### src/rtl/uart_cmd_ctrl_if.sv
// Signal bundle between the UART command controller, the UART RX/TX and the register bus.
interface uart_cmd_ctrl_if;
    logic [7:0] i_rx_data;
    logic       i_rx_valid;
    logic       o_reg_wr;
    logic       o_reg_rd;
    logic [7:0] o_reg_addr;
    logic [7:0] o_reg_wdata;
    logic [7:0] i_reg_rdata;
    logic [7:0] o_tx_data;
    logic       o_tx_valid;
    logic       i_tx_ready;
    logic       o_busy;
    logic [7:0] o_err_cnt;

    modport master (
        input  i_rx_data, i_rx_valid, i_reg_rdata, i_tx_ready,
        output o_reg_wr, o_reg_rd, o_reg_addr, o_reg_wdata, o_tx_data, o_tx_valid, o_busy,
               o_err_cnt
    );

    modport slave (
        output i_rx_data, i_rx_valid, i_reg_rdata, i_tx_ready,
        input  o_reg_wr, o_reg_rd, o_reg_addr, o_reg_wdata, o_tx_data, o_tx_valid, o_busy,
               o_err_cnt
    );
endinterface

### src/rtl/uart_cmd_ctrl.sv
// UART command controller: parses SYNC/CMD/ADDR/DATA/CHK frames, runs one register access and
// returns a 2-byte response. Define UART_CMD_CTRL_TIMEOUT_EN to abort frames stalled mid-way.
module uart_cmd_ctrl #(
    parameter int unsigned TIMEOUT_CYC = 1000,
    parameter logic [7:0]  SYNC_BYTE   = 8'hA5,
    parameter logic [7:0]  ACK_BYTE    = 8'h5A,
    parameter logic [7:0]  NAK_BYTE    = 8'hEE
) (
    input logic             clk,
    input logic             rst_n,
    uart_cmd_ctrl_if.master bus
);
    localparam logic [7:0] CMD_WR     = 8'h01;
    localparam logic [7:0] CMD_RD     = 8'h02;
    localparam logic [7:0] ST_BAD_CHK = 8'h01;
    localparam logic [7:0] ST_BAD_CMD = 8'h02;

    typedef enum logic [3:0] {
        StIdle, StCmd, StAddr, StData, StChk, StExec, StCapt, StTx0, StTx1
    } state_e;

    state_e     state;
    logic [7:0] cmd_byte, addr_byte, data_byte, status, payload;
    logic       err_flag;
    logic       reg_wr, reg_rd, tx_valid;
    logic [7:0] reg_addr, reg_wdata, tx_data, err_cnt;

    logic       in_frame, overrun, tx_fire, timeout_hit;
    logic [1:0] err_inc;
    logic [8:0] err_sum;
    logic [7:0] err_next;

    if (TIMEOUT_CYC == 0) begin : g_bad_timeout
        $error("TIMEOUT_CYC must be at least 1");
    end

    assign in_frame = state inside {StCmd, StAddr, StData, StChk};
    assign overrun  = bus.i_rx_valid && (state inside {StExec, StCapt, StTx0, StTx1});
    assign tx_fire  = tx_valid && bus.i_tx_ready;

`ifdef UART_CMD_CTRL_TIMEOUT_EN
    localparam int unsigned TMO_W = $clog2(TIMEOUT_CYC + 1);
    logic [TMO_W-1:0] tmo_cnt;
    assign timeout_hit = in_frame && !bus.i_rx_valid && (tmo_cnt == TMO_W'(TIMEOUT_CYC - 1));
`else
    assign timeout_hit = 1'b0;
`endif

    // Overrun and a bad-frame capture can land in the same cycle, hence up to +2.
    always_comb begin
        err_inc = 2'd0;
        if (overrun)                     err_inc = err_inc + 2'd1;
        if (state == StCapt && err_flag) err_inc = err_inc + 2'd1;
        if (timeout_hit)                 err_inc = err_inc + 2'd1;
    end

    assign err_sum  = {1'b0, err_cnt} + {7'd0, err_inc};
    assign err_next = err_sum[8] ? 8'hFF : err_sum[7:0];

    always_ff @(posedge clk) begin
        if (!rst_n) begin
            state     <= StIdle;
            cmd_byte  <= 8'h00;
            addr_byte <= 8'h00;
            data_byte <= 8'h00;
            status    <= 8'h00;
            payload   <= 8'h00;
            err_flag  <= 1'b0;
            reg_wr    <= 1'b0;
            reg_rd    <= 1'b0;
            reg_addr  <= 8'h00;
            reg_wdata <= 8'h00;
            tx_data   <= 8'h00;
            tx_valid  <= 1'b0;
            err_cnt   <= 8'h00;
        end else begin
            err_cnt <= err_next;
            reg_wr  <= 1'b0;
            reg_rd  <= 1'b0;
            case (state)
                StIdle: begin
                    if (bus.i_rx_valid && bus.i_rx_data == SYNC_BYTE) state <= StCmd;
                end
                StCmd: begin
                    if (bus.i_rx_valid) begin
                        cmd_byte <= bus.i_rx_data;
                        state    <= StAddr;
                    end
                end
                StAddr: begin
                    if (bus.i_rx_valid) begin
                        addr_byte <= bus.i_rx_data;
                        state     <= StData;
                    end
                end
                StData: begin
                    if (bus.i_rx_valid) begin
                        data_byte <= bus.i_rx_data;
                        state     <= StChk;
                    end
                end
                StChk: begin
                    if (bus.i_rx_valid) begin
                        if (bus.i_rx_data != (cmd_byte ^ addr_byte ^ data_byte)) begin
                            err_flag <= 1'b1;
                            status   <= ST_BAD_CHK;
                            state    <= StCapt;
                        end else if (cmd_byte != CMD_WR && cmd_byte != CMD_RD) begin
                            err_flag <= 1'b1;
                            status   <= ST_BAD_CMD;
                            state    <= StCapt;
                        end else begin
                            err_flag  <= 1'b0;
                            reg_addr  <= addr_byte;
                            reg_wdata <= data_byte;
                            reg_wr    <= (cmd_byte == CMD_WR);
                            reg_rd    <= (cmd_byte == CMD_RD);
                            state     <= StExec;
                        end
                    end
                end
                StExec: state <= StCapt;
                StCapt: begin
                    if (err_flag)               payload <= status;
                    else if (cmd_byte == CMD_RD) payload <= bus.i_reg_rdata;
                    else                        payload <= data_byte;
                    tx_data  <= err_flag ? NAK_BYTE : ACK_BYTE;
                    tx_valid <= 1'b1;
                    state    <= StTx0;
                end
                StTx0: begin
                    if (tx_fire) begin
                        tx_data <= payload;
                        state   <= StTx1;
                    end
                end
                StTx1: begin
                    if (tx_fire) begin
                        tx_valid <= 1'b0;
                        state    <= StIdle;
                    end
                end
                default: state <= StIdle;
            endcase
`ifdef UART_CMD_CTRL_TIMEOUT_EN
            // Stalled frame: drop it without a response.
            if (in_frame && !bus.i_rx_valid) begin
                if (timeout_hit) begin
                    tmo_cnt <= '0;
                    state   <= StIdle;
                end else begin
                    tmo_cnt <= tmo_cnt + TMO_W'(1);
                end
            end else begin
                tmo_cnt <= '0;
            end
`endif
        end
`ifdef UART_CMD_CTRL_TIMEOUT_EN
        if (!rst_n) tmo_cnt <= '0;
`endif
    end

    assign bus.o_reg_wr    = reg_wr;
    assign bus.o_reg_rd    = reg_rd;
    assign bus.o_reg_addr  = reg_addr;
    assign bus.o_reg_wdata = reg_wdata;
    assign bus.o_tx_data   = tx_data;
    assign bus.o_tx_valid  = tx_valid;
    assign bus.o_busy      = (state != StIdle);
    assign bus.o_err_cnt   = err_cnt;
endmodule

### src/flat_wrapper.sv
// flat-port wrapper written by rule: the top's interface ports become plain ports
module uart_cmd_ctrl_flat 
#(
    parameter int unsigned TIMEOUT_CYC = 1000,
    parameter logic [7:0]  SYNC_BYTE   = 8'hA5,
    parameter logic [7:0]  ACK_BYTE    = 8'h5A,
    parameter logic [7:0]  NAK_BYTE    = 8'hEE
)
  (clk, rst_n, bus_i_rx_data, bus_i_rx_valid, bus_i_reg_rdata, bus_i_tx_ready, bus_o_reg_wr, bus_o_reg_rd, bus_o_reg_addr, bus_o_reg_wdata, bus_o_tx_data, bus_o_tx_valid, bus_o_busy, bus_o_err_cnt);
  uart_cmd_ctrl_if bus_i ();
  input logic clk;
  input logic rst_n;
  input wire logic [$bits(bus_i.i_rx_data)-1:0] bus_i_rx_data;
  input wire logic [$bits(bus_i.i_rx_valid)-1:0] bus_i_rx_valid;
  input wire logic [$bits(bus_i.i_reg_rdata)-1:0] bus_i_reg_rdata;
  input wire logic [$bits(bus_i.i_tx_ready)-1:0] bus_i_tx_ready;
  output wire logic [$bits(bus_i.o_reg_wr)-1:0] bus_o_reg_wr;
  output wire logic [$bits(bus_i.o_reg_rd)-1:0] bus_o_reg_rd;
  output wire logic [$bits(bus_i.o_reg_addr)-1:0] bus_o_reg_addr;
  output wire logic [$bits(bus_i.o_reg_wdata)-1:0] bus_o_reg_wdata;
  output wire logic [$bits(bus_i.o_tx_data)-1:0] bus_o_tx_data;
  output wire logic [$bits(bus_i.o_tx_valid)-1:0] bus_o_tx_valid;
  output wire logic [$bits(bus_i.o_busy)-1:0] bus_o_busy;
  output wire logic [$bits(bus_i.o_err_cnt)-1:0] bus_o_err_cnt;
  assign bus_i.i_rx_data = bus_i_rx_data;
  assign bus_i.i_rx_valid = bus_i_rx_valid;
  assign bus_i.i_reg_rdata = bus_i_reg_rdata;
  assign bus_i.i_tx_ready = bus_i_tx_ready;
  assign bus_o_reg_wr = bus_i.o_reg_wr;
  assign bus_o_reg_rd = bus_i.o_reg_rd;
  assign bus_o_reg_addr = bus_i.o_reg_addr;
  assign bus_o_reg_wdata = bus_i.o_reg_wdata;
  assign bus_o_tx_data = bus_i.o_tx_data;
  assign bus_o_tx_valid = bus_i.o_tx_valid;
  assign bus_o_busy = bus_i.o_busy;
  assign bus_o_err_cnt = bus_i.o_err_cnt;
  uart_cmd_ctrl #(.TIMEOUT_CYC(TIMEOUT_CYC), .SYNC_BYTE(SYNC_BYTE), .ACK_BYTE(ACK_BYTE), .NAK_BYTE(NAK_BYTE)) u_core (.clk(clk), .rst_n(rst_n), .bus(bus_i));
endmodule
### config.mk
export PLATFORM = sky130hd
export DESIGN_NAME = uart_cmd_ctrl_flat
export DESIGN_NICKNAME = d
export VERILOG_FILES = /design/src/rtl/uart_cmd_ctrl_if.sv /design/src/rtl/uart_cmd_ctrl.sv /design/src/flat_wrapper.sv
export SDC_FILE = /design/constraint.sdc
export NUM_CORES = 1
export LEC_CHECK = 0
export BUFFER_PORTS_ARGS = -buffer_cell sky130_fd_sc_hd__buf_2
export CAP_MARGIN = 25
export CORE_UTILIZATION = 41
export CTS_BUF_LIST = sky130_fd_sc_hd__clkbuf_2 sky130_fd_sc_hd__clkbuf_4 sky130_fd_sc_hd__clkbuf_8
export DETAILED_ROUTE_END_ITERATION = 10
export HOLD_SLACK_MARGIN = 0.03
export PLACE_DENSITY = 0.65
export SLEW_MARGIN = 20
export SYNTH_ARGS = -nofsm -noshare
export SYNTH_HDL_FRONTEND = slang
export SYNTH_SLANG_ARGS = --single-unit
### constraint.sdc
create_clock -name clk -period 2.65 [get_ports clk]
set_input_delay 0.1325 -clock clk [delete_from_list [all_inputs] [get_ports clk]]
set_output_delay 0.1325 -clock clk [all_outputs]
set_load 0.01 [all_outputs]
==> results.toml <==
[finish]
num_antenna_cells = 0
final_area_sq_mm = 0.00406
layout.nets = 459
final_util_pct = 49.6
final_cell_count_no_fill = 545
syn2layout_area_growth_pct = 18.2
drive_above_1_share_pct = 23.4

[power]
p_leak_nw = 1.71
worst_ir_drop_vdd_mv = 0.263
power.total_mw = 2.09
p_per_area_mw_per_mm2 = 516

[synthesis]
synth_xor_area_share_pct = 7.36
synth_warnings = 0
ys_top_cells_by_area = "dfxtp_1 43%, mux2i_1 10%, nand2_1 5.7%, xnor2_1 5.4%, nor2_1 4.8%"
synth_area_sq_mm = 0.00343
syn_avg_cell_area_sq_um = 9.15
synthAdderAreaFrac_pct = 1.68
synth-main-ff-cell = "dfxtp_1"
seq_area_frac_synth_pct = 43.2
synth_top_area_cell = "dfxtp_1"
syn_nets = 399
synth_cell_type_count = 49
synth_seq_cells = 74
yosys.area_share.simple_pct = 20.9
synth_compound_area_share_pct = 10.4
async_flop_share_pct = 0
synth_cells = 375
synth_top_family_by_area = "simple AND/OR/NAND/NOR gates"
yosys.area.top_type_share_pct = 43.2
synth-edff-count = 0
synth_mux_area_share_pct = 13.1

[worst_hold_path]
min_path_type = "in2reg"

[floorplan]
die_x_um = 93.5
die_h_um = 93.5
fp.coreArea_sq_mm = 0.00818
pin_count = 56
initial_utilization_pct = 42.0
rows = 33
die_area_sq_mm = 0.00874

[drt]
wirelength_mm = 7.58
wl_per_cell_um = 13.9
via_per_inst = 5.17
dr.pass1.iters = 4
drt_iter0_markers = 138
drc = 0
ant_nets = 0
num_vias = 2817

[grt]
grt_usage_pct = 18.1
grt_pass1_wl_mm = 12.2
grt_max_degree = 39
use_met1_pct = 23.3
grt_antenna_before_repair = 0
met2_usage_pct = 29.4
grt_remaining_overflow = 0
busiest_layer = "met2"
grt_pass1_vias = 2569
grt_use_met3_pct = 5.20

[setup_path]
worstPathArrival_ns = 2.75
worst_ep_required_time_ns = 2.92
critPathCaptureType = "flop"
timing_worst_setup_path_type = "reg2reg"
r2r_slack_ns = 0.17
cp_max_fo = 9
start_kind = "flop"

[timing]
hold-worst-slack_ns = 0.0887
drv_slew = 0
finClkSkew_ns = 0.00879
slew_headroom_pct = 61.5
max_freq_ghz = 0.404
worstMarginPinSlew_ns = 0.576
hold_viol_final = 0
timing.final.crit_share_pct = 93.4
fin_ws_ns = 0.174
setup_violations = 0
period_needed_ns = 2.48
fin_setup_tns_ns = 0
rsz0062_at_grt = "false"

[clocking]
post-cts-setup-buffers = 0
path_clk_slew_ns = 0.08
numCtsBuffers = 9
clockBufferDepth = 2
clk_latency_ns = 0.35
cts.sinks = 74
h-tree-depth = 3
cts_tree = "done"
cts_root_buf = "clkbuf_8"

[place]
port_buffers = 55
dp_cells = 528
dp_hpwl_mm = 5.50
place_area_sq_mm = 0.00383
place_ws_ns = 0.0817
place.gp.congestion = 0.815

[outcome]
status = "complete, no violations"

[flow_run]
maxCapViolCount = 0
## worst max-delay path, cell delays in order (launching register included)
cell and delay, ns:
dfxtp_2 0.36, nor2b_4 0.15, nor2b_1 0.13, o21a_1 0.17
ha_1 0.27, ha_1 0.16, inv_1 0.05, fa_1 0.44
or3_1 0.49, a21oi_1 0.17
## kinds of logic after synthesis
| family | after synthesis |
|---|---|
| flip-flops | 74 |
| buffers and inverters | 24 |
| AO/OA/AOI/OAI | 57 |
| AND/OR/NAND/NOR | 144 |
| adder cells (fa/ha/maj) | 4 |
| XOR/XNOR | 28 |
| multiplexers | 44 |
## final timing paths
| check | from | to | cells past startpoint |
|---|---|---|---|
| max reg2reg | u_core.state[2]$_SDFFE_PN0P_ | u_core.bus.o_err_cnt[0]$_SDFF_PN0_ | 9 |
| max | u_core.state[2]$_SDFFE_PN0P_ | u_core.bus.o_err_cnt[0]$_SDFF_PN0_ | 9 |
| min | bus_i_rx_data[2] | u_core.addr_byte[2]$_SDFFE_PN0P_ | 3 |
| min reg2reg | u_core.bus.o_reg_wdata[4]$_SDFFE_PN0P_ | u_core.bus.o_reg_wdata[4]$_SDFFE_PN0P_ | 2 |
## per-layer routing
| layer | up-vias | routed length [um] |
|---|---|---|
| li1 | 1424 | - |
| met1 | 1331 | 3630 |
| met2 | 58 | 3610 |
| met3 | 4 | 289 |
| met4 | 0 | 51 |
| met5 | - | 0 |
## report_power, final
group / internal (mW) / switching, mW
Clock: 0.468 / 0.417
Sequential: 1.11 / 0.00209
Combinational: 0.0347 / 0.0581
Total: 1.62 / 0.477
## cells in the mapped netlist (2+ instances only)
master / count
nor3_1: 2
nand2_1: 52
a31oi_1: 2
and3_1: 2
inv_1: 6
dfxtp_1: 74
nor4b_1: 2
a22oi_1: 6
xor2_1: 6
nor2b_1: 7
clkbuf_1: 11
nand4_2: 2
mux2i_1: 36
nor2_1: 44
a21o_1: 2
a211oi_1: 7
ha_1: 3
and2_1: 2
xnor2_1: 21
nand3_1: 17
mux2_2: 8
o21a_1: 2
o21ai_0: 8
and4b_1: 2
a21oi_1: 24
nor3_2: 2
buf_2: 3
## flip-flops by register name, summed over array words and instances (netlist names)
| name | count |
|---|---|
| u_core.bus.o_reg_rd | 1 |
| u_core.bus.o_tx_valid | 1 |
| u_core.payload | 8 |
| u_core.addr_byte | 8 |
| u_core.bus.o_err_cnt | 8 |
| u_core.bus.o_tx_data | 8 |
| u_core.bus.o_reg_addr | 8 |
| u_core.data_byte | 8 |
| u_core.cmd_byte | 8 |
| u_core.bus.o_reg_wr | 1 |
| u_core.status | 2 |
| u_core.err_flag | 1 |
| u_core.state | 4 |
| u_core.bus.o_reg_wdata | 8 |
## timing repair
item	in CTS	in global routing
hold endpoints to repair	1	0
gates resized for setup	0	5
endpoints found under the setup margin	0	5
hold buffers	1	0
## layout make-up
type / instances / area [sq um]
fill: 824 / 4120
multi-input combinational: 277 / 1860
inverter: 7 / 26.3
clock inverter: 5 / 53.8
tap: 105 / 131
timing repair buffer: 66 / 360
sequential: 74 / 1480
clock buffer: 11 / 145
## cells in the final DEF (no fill, tap or decap), types with 6 or more instances in the layout
cell type  Yosys  final
a211oi_1       7      7
inv_1          6      6
nand3_1       17     17
a22oi_1        6      6
o21ai_0        8      8
a21oi_1       24     24
mux2i_1       36     36
nor2_1        44     44
clkbuf_8       0     10
buf_4          0     10
buf_2          3     55
nor2b_1        7      6
dfxtp_1       74     72
xor2_1         6      6
mux2_2         8      8
nand2_1       52     52
xnor2_1       21     21
(Power assumes the default switching activity.)
